[config.mk]
export PLATFORM = sky130hd
export DESIGN_NAME = key_dispatch_ctrl
export DESIGN_NICKNAME = d
export VERILOG_FILES = /design/src/rtl/key_dispatch_ctrl.sv
export SDC_FILE = /design/constraint.sdc
export NUM_CORES = 1
export LEC_CHECK = 0
export BUFFER_PORTS_ARGS = -buffer_cell sky130_fd_sc_hd__buf_2
export CELL_PAD_IN_SITES_DETAIL_PLACEMENT = 1
export CELL_PAD_IN_SITES_GLOBAL_PLACEMENT = 1
export CORE_ASPECT_RATIO = 0.9
export CORE_MARGIN = 2
export CORE_UTILIZATION = 42
export CTS_CLUSTER_SIZE = 40
export DETAILED_ROUTE_END_ITERATION = 7
export PLACE_DENSITY = 0.79
export SLEW_MARGIN = 20
export SYNTH_ARGS = -nofsm -noshare
export SYNTH_HDL_FRONTEND = slang
export SYNTH_SLANG_ARGS = --single-unit
[constraint.sdc]
create_clock -name clk -period 3 [get_ports clk]
set_input_delay 0.15 -clock clk [delete_from_list [all_inputs] [get_ports clk]]
set_output_delay 0.15 -clock clk [all_outputs]
set_load 0.02 [all_outputs]
[src/rtl/key_dispatch_ctrl.sv]
// RSA public-key dispatch sequencer: keygen trigger, (n,e) validation with bounded retry,
// request/accept handshake with timeout, and rekey on demand. All outputs are registered.
module key_dispatch_ctrl #(
  parameter int KEY_WIDTH      = 128,
  parameter int TIMEOUT_CYCLES = 1024,
  parameter int MAX_RETRY      = 3
) (
  input  logic                 clk,
  input  logic                 rst_n,
  input  logic                 start,
  input  logic                 rekey,
  output logic                 kg_start,
  input  logic                 kg_done,
  input  logic [KEY_WIDTH-1:0] n_wire,
  input  logic [KEY_WIDTH-1:0] e_wire,
  output logic                 request,
  input  logic                 accept,
  output logic [KEY_WIDTH-1:0] n,
  output logic [KEY_WIDTH-1:0] e,
  output logic                 de_en,
  output logic                 busy,
  output logic                 error,
  output logic [2:0]           state_o
);

  localparam int RW = (MAX_RETRY < 1) ? 1 : $clog2(MAX_RETRY + 1);
  localparam int TW = $clog2(TIMEOUT_CYCLES);

  typedef enum logic [2:0] {
    S_IDLE   = 3'd0,
    S_KEYGEN = 3'd1,
    S_CHECK  = 3'd2,
    S_REQ    = 3'd3,
    S_ACTIVE = 3'd4,
    S_ERR    = 3'd5
  } state_t;

  state_t               r_state;
  logic [RW-1:0]        r_retry;
  logic [TW-1:0]        r_tmo;
  logic [KEY_WIDTH-1:0] r_key_n, r_key_e, r_n, r_e;
  logic                 r_kg_start, r_request, r_de_en, r_busy, r_error;

  state_t               w_state_nxt;
  logic [RW-1:0]        w_retry_nxt;
  logic [TW-1:0]        w_tmo_nxt;
  logic [KEY_WIDTH-1:0] w_key_n_nxt, w_key_e_nxt, w_n_nxt, w_e_nxt;
  logic                 w_key_ok;

  assign w_key_ok = r_key_n[0] && (r_key_n != KEY_WIDTH'(1)) &&
                    (r_key_e != '0) && (r_key_e < r_key_n);

  always_comb begin
    w_state_nxt = r_state;
    w_retry_nxt = r_retry;
    w_tmo_nxt   = r_tmo;
    w_key_n_nxt = r_key_n;
    w_key_e_nxt = r_key_e;
    w_n_nxt     = r_n;
    w_e_nxt     = r_e;
    case (r_state)
      S_IDLE, S_ERR: begin
        if (start) begin
          w_state_nxt = S_KEYGEN;
          w_retry_nxt = '0;
        end
      end
      S_KEYGEN: begin
        if (kg_done) begin
          w_key_n_nxt = n_wire;
          w_key_e_nxt = e_wire;
          w_state_nxt = S_CHECK;
        end
      end
      S_CHECK: begin
        if (w_key_ok) begin
          w_state_nxt = S_REQ;
          w_tmo_nxt   = '0;
        end else if (r_retry < RW'(MAX_RETRY)) begin
          w_retry_nxt = r_retry + RW'(1);
          w_state_nxt = S_KEYGEN;
        end else begin
          w_state_nxt = S_ERR;
        end
      end
      S_REQ: begin
        w_tmo_nxt = r_tmo + TW'(1);
        // accept takes priority over a timeout landing on the same edge
        if (accept) begin
          w_n_nxt     = r_key_n;
          w_e_nxt     = r_key_e;
          w_retry_nxt = '0;
          w_state_nxt = S_ACTIVE;
        end else if (r_tmo == TW'(TIMEOUT_CYCLES - 1)) begin
          w_state_nxt = S_ERR;
        end
      end
      S_ACTIVE: begin
        if (rekey) w_state_nxt = S_KEYGEN;
      end
      default: w_state_nxt = S_IDLE;
    endcase
  end

  always_ff @(posedge clk or negedge rst_n) begin
    if (!rst_n) begin
      r_state    <= S_IDLE;
      r_retry    <= '0;
      r_tmo      <= '0;
      r_key_n    <= '0;
      r_key_e    <= '0;
      r_n        <= '0;
      r_e        <= '0;
      r_kg_start <= 1'b0;
      r_request  <= 1'b0;
      r_de_en    <= 1'b0;
      r_busy     <= 1'b0;
      r_error    <= 1'b0;
    end else begin
      r_state    <= w_state_nxt;
      r_retry    <= w_retry_nxt;
      r_tmo      <= w_tmo_nxt;
      r_key_n    <= w_key_n_nxt;
      r_key_e    <= w_key_e_nxt;
      r_n        <= w_n_nxt;
      r_e        <= w_e_nxt;
      // pulse only on the entry edge into KEYGEN, including retries from CHECK
      r_kg_start <= (w_state_nxt == S_KEYGEN) && (r_state != S_KEYGEN);
      r_request  <= (w_state_nxt == S_REQ);
      r_de_en    <= (w_state_nxt == S_ACTIVE);
      r_busy     <= (w_state_nxt == S_KEYGEN) || (w_state_nxt == S_CHECK) ||
                    (w_state_nxt == S_REQ);
      r_error    <= (w_state_nxt == S_ERR);
    end
  end

  assign kg_start = r_kg_start;
  assign request  = r_request;
  assign n        = r_n;
  assign e        = r_e;
  assign de_en    = r_de_en;
  assign busy     = r_busy;
  assign error    = r_error;
  assign state_o  = r_state;

endmodule
==> impl_metrics.toml <==
[logic_synthesis]
syn-cell-area_um2 = 23100
synth_most_common_cell = "nand2_1"
synth_cell_type_count = 47
synthArstFlopShare_pct = 100
synthCells = 2284
yosys.area.top_type = "dfrtp_1"
synth_nets = 2675
seq_area_frac_synth_pct = 57.6
synth_top_area_share_pct = 57.6
ys_top_cells_by_count = "683 x nand2_1, 532 x dfrtp_1, 282 x o21ai_0, 132 x inv_1, 130 x mux2_2"
synth_edf_count = 0
ys_seq_elements = 532
netlist_top_cells_area = "dfrtp_1 58%, nand2_1 11%, ha_1 7.0%"
yosysWarningCount = 0
synth_flop_cell = "dfrtp_1"
syn_area_per_cell_um2 = 10.1

[sta]
setup_slack_ns = -0.0147
layout_min_cycle_time_ns = 3.01
skew_ns = 0.0473
setup_viol = 2
fin_setup_tns_ns = -0.0262
relSlewSlack_pct = 44.6
drv_slew = 0
rsz0062_at_grt = "yes"
post-route-period-util_pct = 100
hold_viol_final = 0
max_freq_mhz = 332
worst_pin_slew_ns = 0.823

[global_route]
grt_antenna_before_repair = 14
grt_usage_pct = 37.6
grt_pass1_vias = 25200
grt-ovfl-total = 0
grt_start_max_net_pins = 136
grt_first_pass_wirelength_um = 160000

[status]
status = "finished, violations left"
violations = "setup timing"

[worst_setup_path]
cp-start-kind = "register"
crit_path_top_delay_cell = "dfrtp_1"
arrival_ns = 3.54
crit_path_max_fanout = 6
worst-endpoint-required_ns = 3.53
path_delay_family = "simple AND/OR/NAND/NOR gates"
crit_type = "reg2reg"
end_kind = "register"
crit_buf_inv = 5
max_stage_delay_ns = 0.39
cp_cell_sequence = "inv_1, ha_4, nand4_1, nor4_2, buf_4, nand3_4, nor2_4, nand4_1, a31oi_1, buf_4, nor4_4, buf_12, o21a_1, inv_2, and2_4"

[power_and_ir_drop]
p_clk_share_pct = 19.5
total_power_w = 0.0408
pwr-share-seq_pct = 34.6
p_sw_share_pct = 46.1
intPower_w = 0.0220
leakage_nw = 16.6
power_density_nw_per_um2 = 1250
combPwrFrac_pct = 46.0
switchingPower_w = 0.0188
vdd_drop_max_v = 0.000680

[clock_tree]
cts_max_level = 2
cts_tree = "yes"
clk_latency_ns = 0.63
cts-root-buf = "clkbuf_16"
cts.path.max_buffers = 3
clock_sinks = 532
clk_pin_slew_worst_paths_ns = 0.07
cts_buffers = 57

[die]
initial_core_util_pct = 42.5
chipWidth_um = 251
num_io_pins = 526
fp.coreArea_um2 = 54300
num_rows = 81
fp.dieH_um = 227
dieArea_um2 = 56900

[placed_design]
port_buffers = 525
place_area_um2 = 27400
dp.cells = 3534
hpwl_um = 66300
gp_congestion = 0.927

[detailed_routing]
num_vias = 23000
drt_wl_total_um = 113000
wl_per_cell_um = 28.8
viasPerCell = 5.84
ant_nets = 0
drtPass1Iterations = 7
first_iter_violations = 1956
remaining_drc_errors = 0

[finish]
multiInputGateArea_um2 = 9440
syn2layout_area_growth_pct = 41.8
fill_cells = 5881
seq_area_um2 = 13300
stdcell_area_um2 = 32800
final_nets = 3563
post-route-util_pct = 60.3
drive_above_1_share_pct = 30.5
stdcell_count = 3937

[flow_run]
drv_cap = 0

[worst_hold_path]
hold_path.class = "in2reg"
==> final timing paths <==
kind	startpoint	end	slack, ns	depth (start not counted)
max	r_key_n[125]	de_en	-0.01	15
min	accept	request	0.09	4
max reg2reg	r_key_n[125]	de_en	-0.01	15
min reg2reg	n[89]	n[89]	0.48	2
max in group asynchronous	rst_n	r_key_n[67]	1.71	4
min in group asynchronous	rst_n	n[109]	0.12	2
==> worst register-to-register path, delay by kind of cell, from the launching register on <==
kind                       cells  cell delay [ns]
buffers and inverters          5             0.71
AOI/OAI and AO/OA              2             0.42
adders and majority gates      1             0.31
DFF                            1             0.39
and+or+nand+nor                7             1.09
==> power groups by stage <==
stage	clock (W)	sequential (W)	combinational [W]
floorplan	0	0.0145	0.00717
global placement	0	0.0133	0.0151
detailed placement	0	0.0135	0.0159
CTS	0.00783	0.0135	0.0167
global route	0.00826	0.0142	0.0200
finish	0.00794	0.0141	0.0188
==> metrics by stage <==
step,hold WS [ns],setup WS [ns]
floorplan,-0.146,0.394
global placement,0.224,-0.314
detailed placement,0.222,-0.356
CTS,0.0502,0.000834
global route,0.0990,-0.157
finish,0.0931,-0.0147
==> cells in the final DEF, fill, tap and decap left out, types with 5 or more instances in the layout <==
master / n
ha_1: 111
clkbuf_8: 14
inv_2: 13
nor4_2: 12
nand4_1: 40
nand2b_1: 5
a211oi_1: 8
nor4_1: 55
a21oi_1: 38
diode_2: 13
o21ai_0: 279
buf_12: 17
clkinv_2: 11
nand2_1: 682
a21oi_2: 5
dfrtp_1: 528
nand3_1: 15
ha_4: 18
a22o_1: 8
a21o_1: 14
inv_1: 120
nor4_4: 6
clkbuf_16: 58
clkbuf_1: 9
bufinv_16: 9
mux2_2: 130
buf_2: 524
nor2_1: 24
dlygate4sd3_1: 258
buf_4: 129
==> cells by family (layout without fill, tap and decap cells) <==
family | after synthesis | count (layout) | synth area share [%]
AO/OA/AOI/OAI | 384 | 385 | 9.15
adder cells (fa/ha/maj) | 129 | 129 | 6.99
buffers and inverters | 234 | 1168 | 3.80
flip-flops | 532 | 532 | 57.6
multiplexers | 135 | 135 | 6.55
other | 0 | 13 | 0
AND/OR/NAND/NOR | 870 | 870 | 15.9
==> routing by layer <==
layer | track usage, % | vias to the layer above | routed length (um)
li1 | - | 9508 | -
met1 | 43.7 | 11600 | 40800
met2 | 64.0 | 1387 | 54700
met3 | 7.76 | 529 | 8940
met4 | 23.8 | 8 | 9050
met5 | 0 | - | 51
==> area by class of cell <==
type,count,area share (%)
flip-flops and latches,532,40.7
multi-input cells,1519,28.8
repair buffers,929,19.9
clock buffers,81,5.12
well taps,705,2.69
inverters,133,1.52
clock inverters,25,1.14
diodes,13,0.0993
==> flip-flops by register name (all words and copies together), names as in the netlist <==
signal and cells:
n 128, r_key_n 128, e 128, request 1
de_en 1, r_retry 2, r_key_e 128, state_o 3
error 1, r_tmo 10, busy 1, kg_start 1
==> timing repair <==
action	in CTS	in global routing
hold buffers	258	0
endpoints found under the setup margin	19	19
gates cloned	1	0
pin swaps	22	32
buffers inserted	6	20
resized for setup	29	52
endpoints found under the hold margin	333	0
No activity file was read; power rests on OpenSTA's default activity.
